$ cat src/rtl/spi_xfer_ctrl_pkg.sv
// Shared types and helpers for the SPI master transfer sequencer.
package spi_xfer_ctrl_pkg;

  localparam int SPI_BR_WIDTH  = 8;
  localparam int SPI_LEN_WIDTH = 5;

  typedef enum logic [2:0] {
    IDLE,
    LOAD,
    SETUP,
    LEAD,
    TRAIL,
    STORE,
    GAP
  } spi_xfer_state_e;

  typedef struct packed {
    logic                     enable;
    logic                     cpol;
    logic                     cpha;
    logic                     dord;
    logic [SPI_LEN_WIDTH-1:0] datalen;
    logic [SPI_BR_WIDTH-1:0]  br_div;
  } sc2xc_t;

  function automatic logic mux32_1(input logic [31:0] d, input logic [4:0] sel);
    return d[sel];
  endfunction

endpackage

$ cat src/rtl/spi_xfer_ctrl_if.sv
// FIFO, configuration and pin bundle between the SPI sequencer and its surroundings.
interface spi_xfer_ctrl_if #(
  parameter int DATA_WIDTH = 32,
  parameter int DIV_WIDTH  = 8
);
  logic                  enable;
  logic                  cpol;
  logic                  cpha;
  logic                  dord;
  logic [4:0]            datalen;
  logic [DIV_WIDTH-1:0]  br_div;
  logic                  tfifo_empty;
  logic [DATA_WIDTH-1:0] tfifo_rdata;
  logic                  tfifo_ren;
  logic                  rfifo_full;
  logic                  rfifo_wen;
  logic [DATA_WIDTH-1:0] rfifo_wdata;
  logic                  sclk;
  logic                  ss_n;
  logic                  mosi;
  logic                  miso;
  logic                  busy;
  logic                  done;
  logic                  rx_overrun;

  modport master (
    input  enable, cpol, cpha, dord, datalen, br_div,
    input  tfifo_empty, tfifo_rdata, rfifo_full, miso,
    output tfifo_ren, rfifo_wen, rfifo_wdata, sclk, ss_n, mosi, busy, done, rx_overrun
  );

  modport slave (
    output enable, cpol, cpha, dord, datalen, br_div,
    output tfifo_empty, tfifo_rdata, rfifo_full, miso,
    input  tfifo_ren, rfifo_wen, rfifo_wdata, sclk, ss_n, mosi, busy, done, rx_overrun
  );
endinterface

$ cat src/rtl/spi_xfer_ctrl_clk_div.sv
// sclk half-period timer: counts 0..div and ticks on the terminal count.
module spi_xfer_ctrl_clk_div #(
  parameter int DIV_WIDTH = 8
) (
  input  logic                 clk,
  input  logic                 rst_n,
  input  logic                 clr,
  input  logic [DIV_WIDTH-1:0] div,
  output logic                 tick
);
  logic [DIV_WIDTH-1:0] cnt;

  assign tick = !clr && (cnt == div);

  always_ff @(posedge clk or negedge rst_n) begin
    if (!rst_n) begin
      cnt <= '0;
    end else if (clr || tick) begin
      cnt <= '0;
    end else begin
      cnt <= cnt + 1'b1;
    end
  end
endmodule

$ cat src/rtl/spi_xfer_ctrl.sv
// Master-mode SPI frame sequencer: TX FIFO -> mosi/miso shift -> RX FIFO.
// Define SPI_CONT_XFER_EN to chain queued frames without deasserting ss_n.
module spi_xfer_ctrl
  import spi_xfer_ctrl_pkg::*;
#(
  parameter int DATA_WIDTH = 32,
  parameter int DIV_WIDTH  = SPI_BR_WIDTH
) (
  input  logic             pclk,
  input  logic             preset_n,
  spi_xfer_ctrl_if.master  bus
);
  spi_xfer_state_e         state;
  sc2xc_t                  cfg_in;
  logic                    cpol_q, cpha_q, dord_q;
  logic [4:0]              len_q;
  logic [SPI_BR_WIDTH-1:0] div_q;
  logic [31:0]             tx_reg, rx_reg;
  logic [4:0]              bit_cnt, cur_idx, nxt_idx, first_idx;
  logic                    last_bit, tick, div_clr;
  logic                    sclk_q, ss_n_q, mosi_q, ren_q, wen_q, done_q, ovr_q, busy_q;
  logic [DATA_WIDTH-1:0]   wdata_q;

  function automatic logic [4:0] bit_index(input logic dord, input logic [4:0] len,
                                           input logic [4:0] cnt);
    return dord ? cnt : 5'(len - cnt);
  endfunction

  assign cfg_in.enable  = bus.enable;
  assign cfg_in.cpol    = bus.cpol;
  assign cfg_in.cpha    = bus.cpha;
  assign cfg_in.dord    = bus.dord;
  assign cfg_in.datalen = bus.datalen;
  assign cfg_in.br_div  = SPI_BR_WIDTH'(bus.br_div);

  assign last_bit  = (bit_cnt == len_q);
  assign cur_idx   = bit_index(dord_q, len_q, bit_cnt);
  assign nxt_idx   = bit_index(dord_q, len_q, 5'(bit_cnt + 5'd1));
  assign first_idx = cfg_in.dord ? 5'd0 : cfg_in.datalen;
  // Timer only runs in the half-period states so each one starts from zero.
  assign div_clr   = (state == IDLE) || (state == LOAD) || (state == STORE);

  spi_xfer_ctrl_clk_div #(.DIV_WIDTH(SPI_BR_WIDTH)) u_clk_div (
    .clk   (pclk),
    .rst_n (preset_n),
    .clr   (div_clr),
    .div   (div_q),
    .tick  (tick)
  );

  always_ff @(posedge pclk or negedge preset_n) begin
    if (!preset_n) begin
      state   <= IDLE;
      cpol_q  <= 1'b0;
      cpha_q  <= 1'b0;
      dord_q  <= 1'b0;
      len_q   <= '0;
      div_q   <= '0;
      tx_reg  <= '0;
      rx_reg  <= '0;
      bit_cnt <= '0;
      sclk_q  <= 1'b0;
      ss_n_q  <= 1'b1;
      mosi_q  <= 1'b0;
      ren_q   <= 1'b0;
      wen_q   <= 1'b0;
      wdata_q <= '0;
      done_q  <= 1'b0;
      ovr_q   <= 1'b0;
      busy_q  <= 1'b0;
    end else begin
      ren_q  <= 1'b0;
      wen_q  <= 1'b0;
      done_q <= 1'b0;
      ovr_q  <= 1'b0;
      case (state)
        IDLE: begin
          sclk_q <= cfg_in.cpol;
          ss_n_q <= 1'b1;
          if (cfg_in.enable && !bus.tfifo_empty) begin
            state  <= LOAD;
            ren_q  <= 1'b1;
            ss_n_q <= 1'b0;
            busy_q <= 1'b1;
          end
        end
        LOAD: begin
          tx_reg  <= 32'(bus.tfifo_rdata);
          rx_reg  <= '0;
          bit_cnt <= '0;
          cpol_q  <= cfg_in.cpol;
          cpha_q  <= cfg_in.cpha;
          dord_q  <= cfg_in.dord;
          len_q   <= cfg_in.datalen;
          div_q   <= cfg_in.br_div;
          sclk_q  <= cfg_in.cpol;
          if (!cfg_in.cpha) mosi_q <= mux32_1(32'(bus.tfifo_rdata), first_idx);
          state   <= SETUP;
        end
        SETUP: if (tick) begin
          state  <= LEAD;
          sclk_q <= !cpol_q;
          if (!cpha_q) rx_reg[cur_idx] <= bus.miso;
          else         mosi_q <= mux32_1(tx_reg, cur_idx);
        end
        LEAD: if (tick) begin
          state  <= TRAIL;
          sclk_q <= cpol_q;
          if (cpha_q)         rx_reg[cur_idx] <= bus.miso;
          else if (!last_bit) mosi_q <= mux32_1(tx_reg, nxt_idx);
        end
        TRAIL: if (tick) begin
          if (last_bit) begin
            state  <= STORE;
            done_q <= 1'b1;
            if (bus.rfifo_full) begin
              ovr_q <= 1'b1;
            end else begin
              wen_q   <= 1'b1;
              wdata_q <= DATA_WIDTH'(rx_reg);
            end
          end else begin
            bit_cnt <= bit_cnt + 5'd1;
            state   <= LEAD;
            sclk_q  <= !cpol_q;
            if (cpha_q) mosi_q <= mux32_1(tx_reg, nxt_idx);
            else        rx_reg[nxt_idx] <= bus.miso;
          end
        end
        STORE: begin
`ifdef SPI_CONT_XFER_EN
          if (cfg_in.enable && !bus.tfifo_empty) begin
            state <= LOAD;
            ren_q <= 1'b1;
          end else begin
            state  <= GAP;
            ss_n_q <= 1'b1;
          end
`else
          state  <= GAP;
          ss_n_q <= 1'b1;
`endif
        end
        GAP: if (tick) begin
          state  <= IDLE;
          busy_q <= 1'b0;
          sclk_q <= cfg_in.cpol;
        end
        default: state <= IDLE;
      endcase
    end
  end

  assign bus.tfifo_ren   = ren_q;
  assign bus.rfifo_wen   = wen_q;
  assign bus.rfifo_wdata = wdata_q;
  assign bus.sclk        = sclk_q;
  assign bus.ss_n        = ss_n_q;
  assign bus.mosi        = mosi_q;
  assign bus.busy        = busy_q;
  assign bus.done        = done_q;
  assign bus.rx_overrun  = ovr_q;
endmodule

$ cat src/flat_wrapper.sv
// flat-port wrapper written by rule: the top's interface ports become plain ports
module spi_xfer_ctrl_flat import spi_xfer_ctrl_pkg::*;
#(
  parameter int DATA_WIDTH = 32,
  parameter int DIV_WIDTH  = SPI_BR_WIDTH
)
  (pclk, preset_n, bus_enable, bus_cpol, bus_cpha, bus_dord, bus_datalen, bus_br_div, bus_tfifo_empty, bus_tfifo_rdata, bus_rfifo_full, bus_miso, bus_tfifo_ren, bus_rfifo_wen, bus_rfifo_wdata, bus_sclk, bus_ss_n, bus_mosi, bus_busy, bus_done, bus_rx_overrun);
  spi_xfer_ctrl_if #(.DATA_WIDTH(DATA_WIDTH), .DIV_WIDTH(DIV_WIDTH)) bus_i ();
  input  logic pclk;
  input  logic preset_n;
  input wire logic [$bits(bus_i.enable)-1:0] bus_enable;
  input wire logic [$bits(bus_i.cpol)-1:0] bus_cpol;
  input wire logic [$bits(bus_i.cpha)-1:0] bus_cpha;
  input wire logic [$bits(bus_i.dord)-1:0] bus_dord;
  input wire logic [$bits(bus_i.datalen)-1:0] bus_datalen;
  input wire logic [$bits(bus_i.br_div)-1:0] bus_br_div;
  input wire logic [$bits(bus_i.tfifo_empty)-1:0] bus_tfifo_empty;
  input wire logic [$bits(bus_i.tfifo_rdata)-1:0] bus_tfifo_rdata;
  input wire logic [$bits(bus_i.rfifo_full)-1:0] bus_rfifo_full;
  input wire logic [$bits(bus_i.miso)-1:0] bus_miso;
  output wire logic [$bits(bus_i.tfifo_ren)-1:0] bus_tfifo_ren;
  output wire logic [$bits(bus_i.rfifo_wen)-1:0] bus_rfifo_wen;
  output wire logic [$bits(bus_i.rfifo_wdata)-1:0] bus_rfifo_wdata;
  output wire logic [$bits(bus_i.sclk)-1:0] bus_sclk;
  output wire logic [$bits(bus_i.ss_n)-1:0] bus_ss_n;
  output wire logic [$bits(bus_i.mosi)-1:0] bus_mosi;
  output wire logic [$bits(bus_i.busy)-1:0] bus_busy;
  output wire logic [$bits(bus_i.done)-1:0] bus_done;
  output wire logic [$bits(bus_i.rx_overrun)-1:0] bus_rx_overrun;
  assign bus_i.enable = bus_enable;
  assign bus_i.cpol = bus_cpol;
  assign bus_i.cpha = bus_cpha;
  assign bus_i.dord = bus_dord;
  assign bus_i.datalen = bus_datalen;
  assign bus_i.br_div = bus_br_div;
  assign bus_i.tfifo_empty = bus_tfifo_empty;
  assign bus_i.tfifo_rdata = bus_tfifo_rdata;
  assign bus_i.rfifo_full = bus_rfifo_full;
  assign bus_i.miso = bus_miso;
  assign bus_tfifo_ren = bus_i.tfifo_ren;
  assign bus_rfifo_wen = bus_i.rfifo_wen;
  assign bus_rfifo_wdata = bus_i.rfifo_wdata;
  assign bus_sclk = bus_i.sclk;
  assign bus_ss_n = bus_i.ss_n;
  assign bus_mosi = bus_i.mosi;
  assign bus_busy = bus_i.busy;
  assign bus_done = bus_i.done;
  assign bus_rx_overrun = bus_i.rx_overrun;
  spi_xfer_ctrl #(.DATA_WIDTH(DATA_WIDTH), .DIV_WIDTH(DIV_WIDTH)) u_core (.pclk(pclk), .preset_n(preset_n), .bus(bus_i));
endmodule
$ cat config.mk
export PLATFORM = sky130hd
export DESIGN_NAME = spi_xfer_ctrl_flat
export DESIGN_NICKNAME = d
export VERILOG_FILES = /design/src/rtl/spi_xfer_ctrl_pkg.sv /design/src/rtl/spi_xfer_ctrl_if.sv /design/src/rtl/spi_xfer_ctrl_clk_div.sv /design/src/rtl/spi_xfer_ctrl.sv /design/src/flat_wrapper.sv
export SDC_FILE = /design/constraint.sdc
export NUM_CORES = 1
export LEC_CHECK = 0
export ABC_AREA = 1
export CAP_MARGIN = 20
export CORE_ASPECT_RATIO = 1.25
export CORE_MARGIN = 1.5
export CORE_UTILIZATION = 25
export DETAILED_ROUTE_END_ITERATION = 12
export GPL_TIMING_DRIVEN = 0
export SYNTH_ARGS = -nofsm -noshare
export SYNTH_HDL_FRONTEND = slang
export SYNTH_SLANG_ARGS = --single-unit
$ cat constraint.sdc
create_clock -name pclk -period 5.7 [get_ports pclk]
set_clock_uncertainty 0.15 [all_clocks]
set_input_delay 0.57 -clock pclk [delete_from_list [all_inputs] [get_ports pclk]]
set_output_delay 0.57 -clock pclk [all_outputs]
set_load 0.02 [all_outputs]
-- Yosys cells after proc, flatten, opt, wreduce, memory -nomap -nowiden
Index checks and enable logic that the tools add are counted.
- output and inout bits: 40
- bits of input ports: 54
- word-level logic and storage cells: 143
- bits in registers: 136
- equality and inequality tests: 22
- magnitude comparators: 5
- reductions and logical operators: 24
- add/sub/neg operators: 4
- bitwise gates (word level): 1
- multiplexer cells: 68
- operators with widths (kind ; number):
    $mux W32 ; 7
    $pmux W32 S4 ; 1
    $bwmux W32 ; 2
    $mux W1 ; 35
    $mux W5 ; 5
    $ne A2 B2 Y1 const B ; 11
    $pmux W3 S7 ; 1
    $lt A5 B6 Y1 const B ; 3
    $mux W3 ; 6
    $bmux W1 S5 ; 3
    $demux W1 S5 ; 2
    $ge A5 B1 Y1 const B ; 2
    $pmux W5 S2 ; 1
    $reduce_and A10 Y1 ; 1
    $sub A5 B5 Y5 ; 2
    $eq A3 B3 Y1 const B ; 3
    $add A8 B1 Y8 const B ; 1
    $eq A8 B8 Y1 ; 1
    $mux W8 ; 1
    $reduce_and A8 Y1 ; 1
    $eq A3 B2 Y1 const B ; 2
    $ne A2 B1 Y1 const B ; 3
    $reduce_and A3 Y1 ; 2
    $reduce_and A6 Y1 ; 1
    17 further kinds ; 27

-- Depth between registers and ports, before layout
Gate-level depths: netlist (run 1).
- depth after elaboration: 12
- mapped depth: 21

-- Modules after synthesis
A second synthesis (run 1) with hierarchy kept.
- cells, all modules: 1330
- area, all modules: 8982.4 um^2
- modules (own cells, without submodules) (module ; cells each ; sequential area each (um^2) ; times used ; area an instance (um^2)):
    spi_xfer_ctrl ; 1258 ; 3204.3 ; 1 ; 8466.9
    spi_xfer_ctrl_clk_div ; 72 ; 200.2 ; 1 ; 515.5

-- Worst setup path after synthesis (run 1)
Ideal clock, no wire load.
- path type: register to register
- start: register u_core.bit_cnt[0]
- end: register u_core.rx_reg[7]
- buffers on the path: 1
- required time: 5.434 ns
- slack: 2.877 ns
- clock period less this slack: 2.823 ns
- stages on the path, launching flop included: 20
- library setup time: 0.116 ns
- arrival: 2.557 ns
- path through: dfrtp_1 > ha_1 > xor2_1 > inv_1 > ha_1 > a21oi_1 > nand2_1 > nand2_1 > nand3_1 > nand2_1 > nand2_1 > inv_1 > buf_4 > nand3_1 > nor2_1 > nand3_1 > nand3_1 > nand2_1 > nand2_1 > nand2_1
- word-level cells in the longest chain between the ends: 12
- elaborated cells on any way between the ends: 28
- RTL lines (element ; line ; text):
    start, declared ; spi_xfer_ctrl.sv:19 ; logic [4:0] bit_cnt, cur_idx, nxt_idx, first_idx;
    start signal, assigned ; spi_xfer_ctrl.sv:123 ; bit_cnt <= bit_cnt + 5'd1;
    $add A5 B1 Y5 ; spi_xfer_ctrl.sv:38 ; assign nxt_idx = bit_index(dord_q, len_q, 5'(bit_cnt + 5'd1));
    $sub A5 B5 Y5 ; spi_xfer_ctrl.sv:26 ; return dord ? cnt : 5'(len - cnt);
    $mux W5 ; spi_xfer_ctrl.sv:26 ;
    $lt A5 B6 Y1 (not written as such) or $ge A5 B1 Y1 (tied branches) ; spi_xfer_ctrl.sv:127 ; else rx_reg[nxt_idx] <= bus.miso;
    $logic_and A1 B1 Y1 (not written as such) ; spi_xfer_ctrl.sv:127 ;
    $mux W1 (not written as such) ; spi_xfer_ctrl.sv:127 ;
    $demux W1 S5 ; -- ;
    $bwmux W32 ; spi_xfer_ctrl.sv:127 ;
    $mux W32 ; spi_xfer_ctrl.sv:126 ; if (cpha_q) mosi_q <= mux32_1(tx_reg, nxt_idx);
    $mux W32 ; spi_xfer_ctrl.sv:113 ; if (last_bit) begin
    $mux W32 ; spi_xfer_ctrl.sv:112 ; TRAIL: if (tick) begin
    $pmux W32 S4 ; spi_xfer_ctrl.sv:76 ; case (state)
    end signal, assigned by index ; spi_xfer_ctrl.sv:103 ; if (!cpha_q) rx_reg[cur_idx] <= bus.miso;
    end signal, assigned by index ; spi_xfer_ctrl.sv:109 ; if (cpha_q) rx_reg[cur_idx] <= bus.miso;
    end signal, assigned by index ; spi_xfer_ctrl.sv:127 ;
    end, declared ; spi_xfer_ctrl.sv:18 ; logic [31:0] tx_reg, rx_reg;
Parallel ways exist; a longest one is shown, timed or not. The select of a mux whose other input is x is not followed.
A chain may end at the register's enable or synchronous reset.

-- Worst setup path after layout (run 1)
- start: register u_core.bit_cnt[0]
- end: register u_core.rx_reg[24]
Same word-level chain as after synthesis.

==> results.tsv, run 1 <==
stage	metric	value	unit
grt	overflow	0	
cts	post-cts-setup-buffers	0	
cts	clock-sinks	136	
pwr	power.share.clock	20.9	%
die	coreArea	35300	µm²
synthesis	synth_edf_count	0	
critical_path	crit_required	5.88	ns
cts	cts_buffer_depth	2	
synthesis	synth_cells	1305	
grt	grt_pass1_wl	47400	µm
pwr	p_seq_share	23.4	%
cells_and_area	area_growth	24.8	%
routing	dr_total_vias	9049	
place	place_area	10400	µm²
worst_hold_path	hp-class	register to register	
synthesis	synth_area	8900	µm²
cts	cts_tree	yes	
synthesis	avgSynthCellArea	6.82	µm²
cells_and_area	fillerInstances	3938	
cells_and_area	nNetsFinal	1483	
place	pre_cts_ws	2.24	ns
synthesis	synth_cell_type_count	47	
die	die_width	172	µm
critical_path	regToRegSetupSlack	2.25	ns
place	portBuffers	92	
pwr	sw_frac_of_total	50.1	%
synthesis	synthTopCellsByArea	dfrtp_1 38%, nand2_1 20%, nand3_1 8.4%	
pwr	combPwrFrac	55.7	%
cells_and_area	final_layout_size_suffix_gt1_share	9.43	%
routing	wl_per_cell	15.1	µm
timing	setup_viol_count_final	0	
place	gp_congestion	0.913	
synthesis	yosysSeqAreaShare	38.3	%
routing	postRouteAntennaNets	0	
critical_path	arrival	3.63	ns
cts	htree_levels	4	
grt	antenna_found_initial	0	
routing	dr.pass1.iters	5	
synthesis	yosys-top-cells-count	478 x nand2_1, 149 x nand3_1, 135 x dfrtp_1, 104 x inv_1, 102 x nor2_1	
synthesis	yosys_warnings	0	
synthesis	yosysMostFrequentCell	nand2_1	
synthesis	ys.flop_type	dfrtp_1	
die	ios	94	
timing	drv_slew	0	
synthesis	synth-seq-cells	136	
routing	vias_per_cell	4.75	
cts	clk_latency	0.45	ns
timing	fmax	0.290	GHz
timing	period_share	60.5	%
pwr	p_per_area	537	nW/µm²
cts	cts_resized	0	
critical_path	cp_max_fo	10	
pwr	irDropWorstVdd	0.249	mV
cells_and_area	stdcell_area	11100	µm²
critical_path	cpMaxStageDelayCell	dfrtp_1	
critical_path	crit_chain	ha_1 -> xor2_1 -> inv_1 -> ha_1 -> a21oi_1 -> nand3_1 -> nand3_1 -> nand2_1 -> nand2_1 -> buf_2 -> nand3_1 -> nor2_1 -> nand3_1 -> nand3_1 -> nand2_1 -> nand2_1 -> nand2_1	
routing	drc	0	
grt	grt_start_max_net_pins	84	
flow_run	maxCapViolations	0	
die	start_util	25.2	%
critical_path	crit_path_end_kind	register	
cells_and_area	n_antenna_cell	0	
status	status	finished clean	
grt	grt.total_usage	16.4	%
critical_path	start_kind	register	
cts	cts_made_buffers	17	
critical_path	crit_type	register to register	
timing	finalHoldViolations	0	
critical_path	slowest_delay	0.50	ns
pwr	p_int	2.97	mW
die	die_height	214	µm
synthesis	synth_async_sr_flop_share	100	%
routing	drtIter0Drc	700	
timing	setup_ws	2.25	ns
timing	worstMarginPinSlew	0.764	ns
synthesis	synth_top_area_share	38.0	%
cells_and_area	final_util	31.5	%
synthesis	yosysTopAreaCell	dfrtp_1	
cts	root_buffer	clkbuf_16	
place	dpl.hpwl	21900	µm
pwr	leakagePower	5.39	nW
synthesis	synth.net_count	1370	
cts	clk_pin_slew	0.06	ns
timing	slew_headroom	48.9	%
timing	finalCriticalPeriod	3.45	ns
grt	grt_pass1_vias	9129	
pwr	switchingPower	2.99	mW
die	rows	77	
timing	hold_ws	0.326	ns
routing	wl	28800	µm
timing	rsz0062_at_grt	no	
die	die-area	36700	µm²
-- per-layer routing --
metal / share of wire [%] / vias up / wire length, µm / track usage (%)
met5: 0 / - / 0 / 0
met4: 2.7 / 0 / 784 / 6.41
met3: 6.1 / 61 / 1760 / 2.76
met2: 47 / 343 / 13700 / 27.1
met1: 44 / 4199 / 12600 / 21.1
li1: - / 4446 / - / -
-- cells by family after synthesis --
| group | share of synthesized area, % |
|---|---|
| compound gates | 8.31 |
| xor+xnor | 1.08 |
| fa+ha+maj | 1.72 |
| buf+inv | 9.46 |
| flops | 38.3 |
| simple gates | 41.2 |
-- per-stage QoR --
stage / std cells / TNS [ns] / power, mW
finish: 1905 / 0 / 5.96
global route: 1905 / 0 / 6.41
CTS: 1905 / 0 / 5.95
detailed placement: 1872 / 0 / 4.68
global placement: 1871 / -216.20 / 4.64
floorplan: 1305 / 0 / 3.69
-- path summary, 6_finish.rpt --
check	startpoint	to	depth (start not counted)
worst max-delay path	u_core.bit_cnt[0]	u_core.rx_reg[24]	17
worst min-delay path	u_core.rx_reg[4]	u_core.rx_reg[4]	2
worst max register to register	u_core.bit_cnt[0]	u_core.rx_reg[24]	17
worst min register to register	u_core.rx_reg[4]	u_core.rx_reg[4]	2
max in group asynchronous	preset_n	u_core.len_q[3]	3
min in group asynchronous	preset_n	u_core.bus.rfifo_wdata[26]	2
-- what timing repair did --
| action | in CTS | in global routing |
|---|---|---|
| hold endpoints to repair | 53 | 0 |
| endpoints found under the setup margin | 0 | 0 |
| hold buffers | 1 | 0 |
-- power by group through the flow --
stage	logic, mW	registers (mW)	clock network [mW]
after global routing	3.69	1.43	1.30
after floorplan	2.31	1.38	0
after global placement	3.24	1.40	0
after detailed placement	3.27	1.41	0
after CTS	3.29	1.39	1.26
final	3.32	1.40	1.24
-- cells in the final DEF, fill, tap and decap left out, types with 5 or more instances in the layout --
master and instances:
a21oi_1 19, buf_2 26, buf_4 10, buf_6 8, clkbuf_1 17, clkbuf_16 17
clkdlybuf4s50_1 91, dfrtp_1 135, ha_1 9, inv_1 104, inv_2 15, nand2_1 478
nand2_2 9, nand3_1 149, nand4_1 56, nor2_1 102, nor2_2 5, nor2_4 6
o211ai_1 6, o21ai_0 55, o21ai_1 31, o22ai_1 9, xor2_1 7
-- worst max-delay path, delay by kind of cell, from the launching register on --
family | cells | cell delay, ns
xor+xnor | 1 | 0.31
compound gates | 1 | 0.18
buf+inv | 2 | 0.34
fa+ha+maj | 2 | 0.62
simple gates | 11 | 1.23
flops | 1 | 0.50
-- area by class of cell --
class | instances | area (µm²) | share of cell area (%)
buffer | 66 | 389 | 3.50
inverter | 120 | 453 | 4.08
clock buffer | 18 | 439 | 3.96
multi-input combinational | 983 | 4650 | 41.9
clock inverter | 14 | 211 | 1.90
timing repair buffer | 94 | 960 | 8.64
tap | 474 | 593 | 5.34
sequential | 136 | 3400 | 30.7
Power figures use the tool's default switching activity.
==> run 2: changes to the inputs <==
==> constraint.sdc (replaced) <==
create_clock -name pclk -period 3.5 [get_ports pclk]
set_clock_uncertainty 0.15 [all_clocks]
set_input_delay 0.35 -clock pclk [delete_from_list [all_inputs] [get_ports pclk]]
set_output_delay 0.35 -clock pclk [all_outputs]
set_load 0.02 [all_outputs]
==> results.tsv, run 2 (same netlist as run 1, synthesis figures left out) <==
stage	metric	value	unit	change
flow_run	maxCapViolations	0		unchanged
critical_path	cp_max_fo	10		unchanged
pwr	sw_frac_of_total	50.2	%	was 50.1%
pwr	p_per_area	874	nW/µm²	was 537 nW/µm²
cells_and_area	nNetsFinal	1483		unchanged
place	gp_congestion	0.913		unchanged
die	rows	77		unchanged
place	portBuffers	92		unchanged
cells_and_area	final_layout_size_suffix_gt1_share	9.99	%	was 9.43%
grt	grt_pass1_wl	47400	µm	unchanged
critical_path	start_kind	register		unchanged
pwr	combPwrFrac	55.7	%	about the same
die	die_width	172	µm	unchanged
place	dp_cells	1872		unchanged
die	die_height	214	µm	unchanged
timing	slew_headroom	48.0	%	was 48.9%
cts	root_buffer	clkbuf_16		unchanged
routing	dr_total_vias	9020		was 9,049
cells_and_area	area_growth	25.0	%	was 24.8%
die	ios	94		unchanged
status	status	finished clean		unchanged
pwr	switchingPower	4.88	mW	was 2.99 mW
routing	wl	28800	µm	about the same
routing	postRouteAntennaNets	0		unchanged
pwr	power	9.72	mW	was 5.96 mW
timing	finalCriticalPeriod	3.20	ns	was 3.45 ns
critical_path	slowest_delay	0.47	ns	was 0.50 ns
grt	grt.total_usage	16.4	%	unchanged
cts	clock-sinks	136		unchanged
critical_path	arrival	3.38	ns	was 3.63 ns
cts	cts_made_buffers	17		unchanged
pwr	p_seq_share	23.4	%	about the same
cells_and_area	instances_no_fill	1905		unchanged
cts	htree_levels	4		unchanged
cts	clk_latency	0.44	ns	was 0.45 ns
timing	period_share	91.5	%	was 60.5%
pwr	leakagePower	5.38	nW	was 5.39 nW
worst_hold_path	hp-class	input pin to register		was register to register
timing	rsz0062_at_grt	no		unchanged
critical_path	crit_type	register to register		unchanged
critical_path	crit_path_end_kind	register		unchanged
critical_path	cpMaxStageDelayCell	dfrtp_2		was dfrtp_1
place	pre_cts_ws	0.0360	ns	was 2.24 ns
die	die-area	36700	µm²	unchanged
timing	drv_slew	0		unchanged
cells_and_area	stdcell_area	11100	µm²	about the same
grt	antenna_found_initial	0		unchanged
timing	setup_ws	0.297	ns	was 2.25 ns
die	coreArea	35300	µm²	unchanged
timing	worstMarginPinSlew	0.777	ns	was 0.764 ns
grt	grt_start_max_net_pins	84		unchanged
timing	fmax	0.312	GHz	was 0.290 GHz
timing	setup_viol_count_final	0		unchanged
routing	drtIter0Drc	759		was 700
cells_and_area	final_common_cell	nand2_1		unchanged
die	start_util	25.2	%	unchanged
cells_and_area	final_cell_mix	478 x nand2_1, 149 x nand3_1, 133 x dfrtp_1		was 478 x nand2_1, 149 x nand3_1, 135 x dfrtp_1
grt	grt_pass1_vias	9129		unchanged
routing	drc	0		unchanged
timing	finalHoldViolations	0		unchanged
place	dpl.hpwl	21900	µm	unchanged
pwr	power.share.clock	20.9	%	about the same
routing	vias_per_cell	4.73		was 4.75
cells_and_area	n_antenna_cell	0		unchanged
critical_path	crit_required	3.67	ns	was 5.88 ns
routing	wl_per_cell	15.1	µm	about the same
pwr	irDropWorstVdd	0.412	mV	was 0.249 mV
pwr	p_int	4.84	mW	was 2.97 mW
cts	cts_tree	yes		unchanged
cts	clk_pin_slew	0.06	ns	about the same
cts	cts_buffer_depth	2		unchanged
grt	overflow	0		unchanged
routing	dr.pass1.iters	7		was 5
timing	tns	0	ns	unchanged
place	place_area	10400	µm²	unchanged
critical_path	crit_chain	ha_2 -> xor2_2 -> inv_1 -> ha_1 -> a21oi_1 -> nand3_1 -> nand3_1 -> nand2_1 -> nand2_1 -> buf_2 -> nand3_1 -> nor2_2 -> nand3_1 -> nand3_1 -> nand2_1 -> nand2_1 -> nand2_1		was ha_1 -> xor2_1 -> inv_1 -> ha_1 -> a21oi_1 -> nand3_1 -> nand3_1 -> nand2_1 -> nand2_1 -> buf_2 -> nand3_1 -> nor2_1 -> nand3_1 -> nand3_1 -> nand2_1 -> nand2_1 -> nand2_1
-- run 2: cell counts in the layout (fill, tap and decap cells not counted) --
Identical to the previous run, type by type.
-- run 2: path summary, 6_finish.rpt --
kind / startpoint / to / slack (ns) / cells past startpoint
max in group asynchronous: preset_n / u_core.bit_cnt[1] / 2.08 / 3
hold reg to reg: u_core.rx_reg[4] / u_core.rx_reg[4] / 0.33 / 2
setup / recovery: u_core.bit_cnt[0] / u_core.rx_reg[24] / 0.30 / 17
setup reg to reg: u_core.bit_cnt[0] / u_core.rx_reg[24] / 0.30 / 17
min in group asynchronous: preset_n / u_core.bus.rfifo_wdata[26] / 0.29 / 2
hold / removal: bus_datalen[0] / u_core.len_q[0] / 0.14 / 3
-- run 2: metrics by stage --
step | hold WS, ns | util, %
CTS | 0.139 | 31.5
global placement | 0.311 | 29.5
global route | 0.186 | 31.6
floorplan | -0.0956 | -
detailed placement | 0.188 | 29.6
finish | 0.145 | 31.6
-- run 2: layer usage --
metal / up-vias / global-route usage, % / wire length (µm)
met3: 56 / 2.76 / 1450
met5: - / 0 / 0
li1: 4450 / - / -
met4: 0 / 6.41 / 756
met1: 4224 / 21.1 / 12800
met2: 290 / 27.1 / 13700
-- run 2: timing repair --
item                       4_1_cts  5_1_grt
hold buffers                     1        0
setup endpoints to repair        0       32
gates resized for setup          0        8
setup buffers                    0        0
hold endpoints to repair        53        0
-- run 2: power by group through the flow --
stage               Combinational, mW  Sequential [mW]  Clock, mW
detailed placement               5.32             2.29          0
global placement                 5.27             2.28          0
finish                           5.42             2.27       2.03
CTS                              5.36             2.27       2.06
floorplan                        3.76             2.25          0
global route                     6.02             2.32       2.11
-- run 2: final cells by class --
class | instances | area [µm²]
plain buffers | 66 | 389
inverters | 120 | 453
clock inverters | 14 | 211
fillers | 3934 | 24100
clock buffers | 18 | 439
repair buffers | 94 | 960
flip-flops and latches | 136 | 3410
multi-input cells | 983 | 4670
well taps | 474 | 593
-- run 2: critical path, delay by kind of cell (launching register included) --
family,cells,cell delay [ns]
and+or+nand+nor,11,1.13
xor gates and xnor gates,1,0.23
adders and majority gates,2,0.57
AOI/OAI and AO/OA,1,0.18
buffers and inverters,2,0.34
DFF,1,0.47
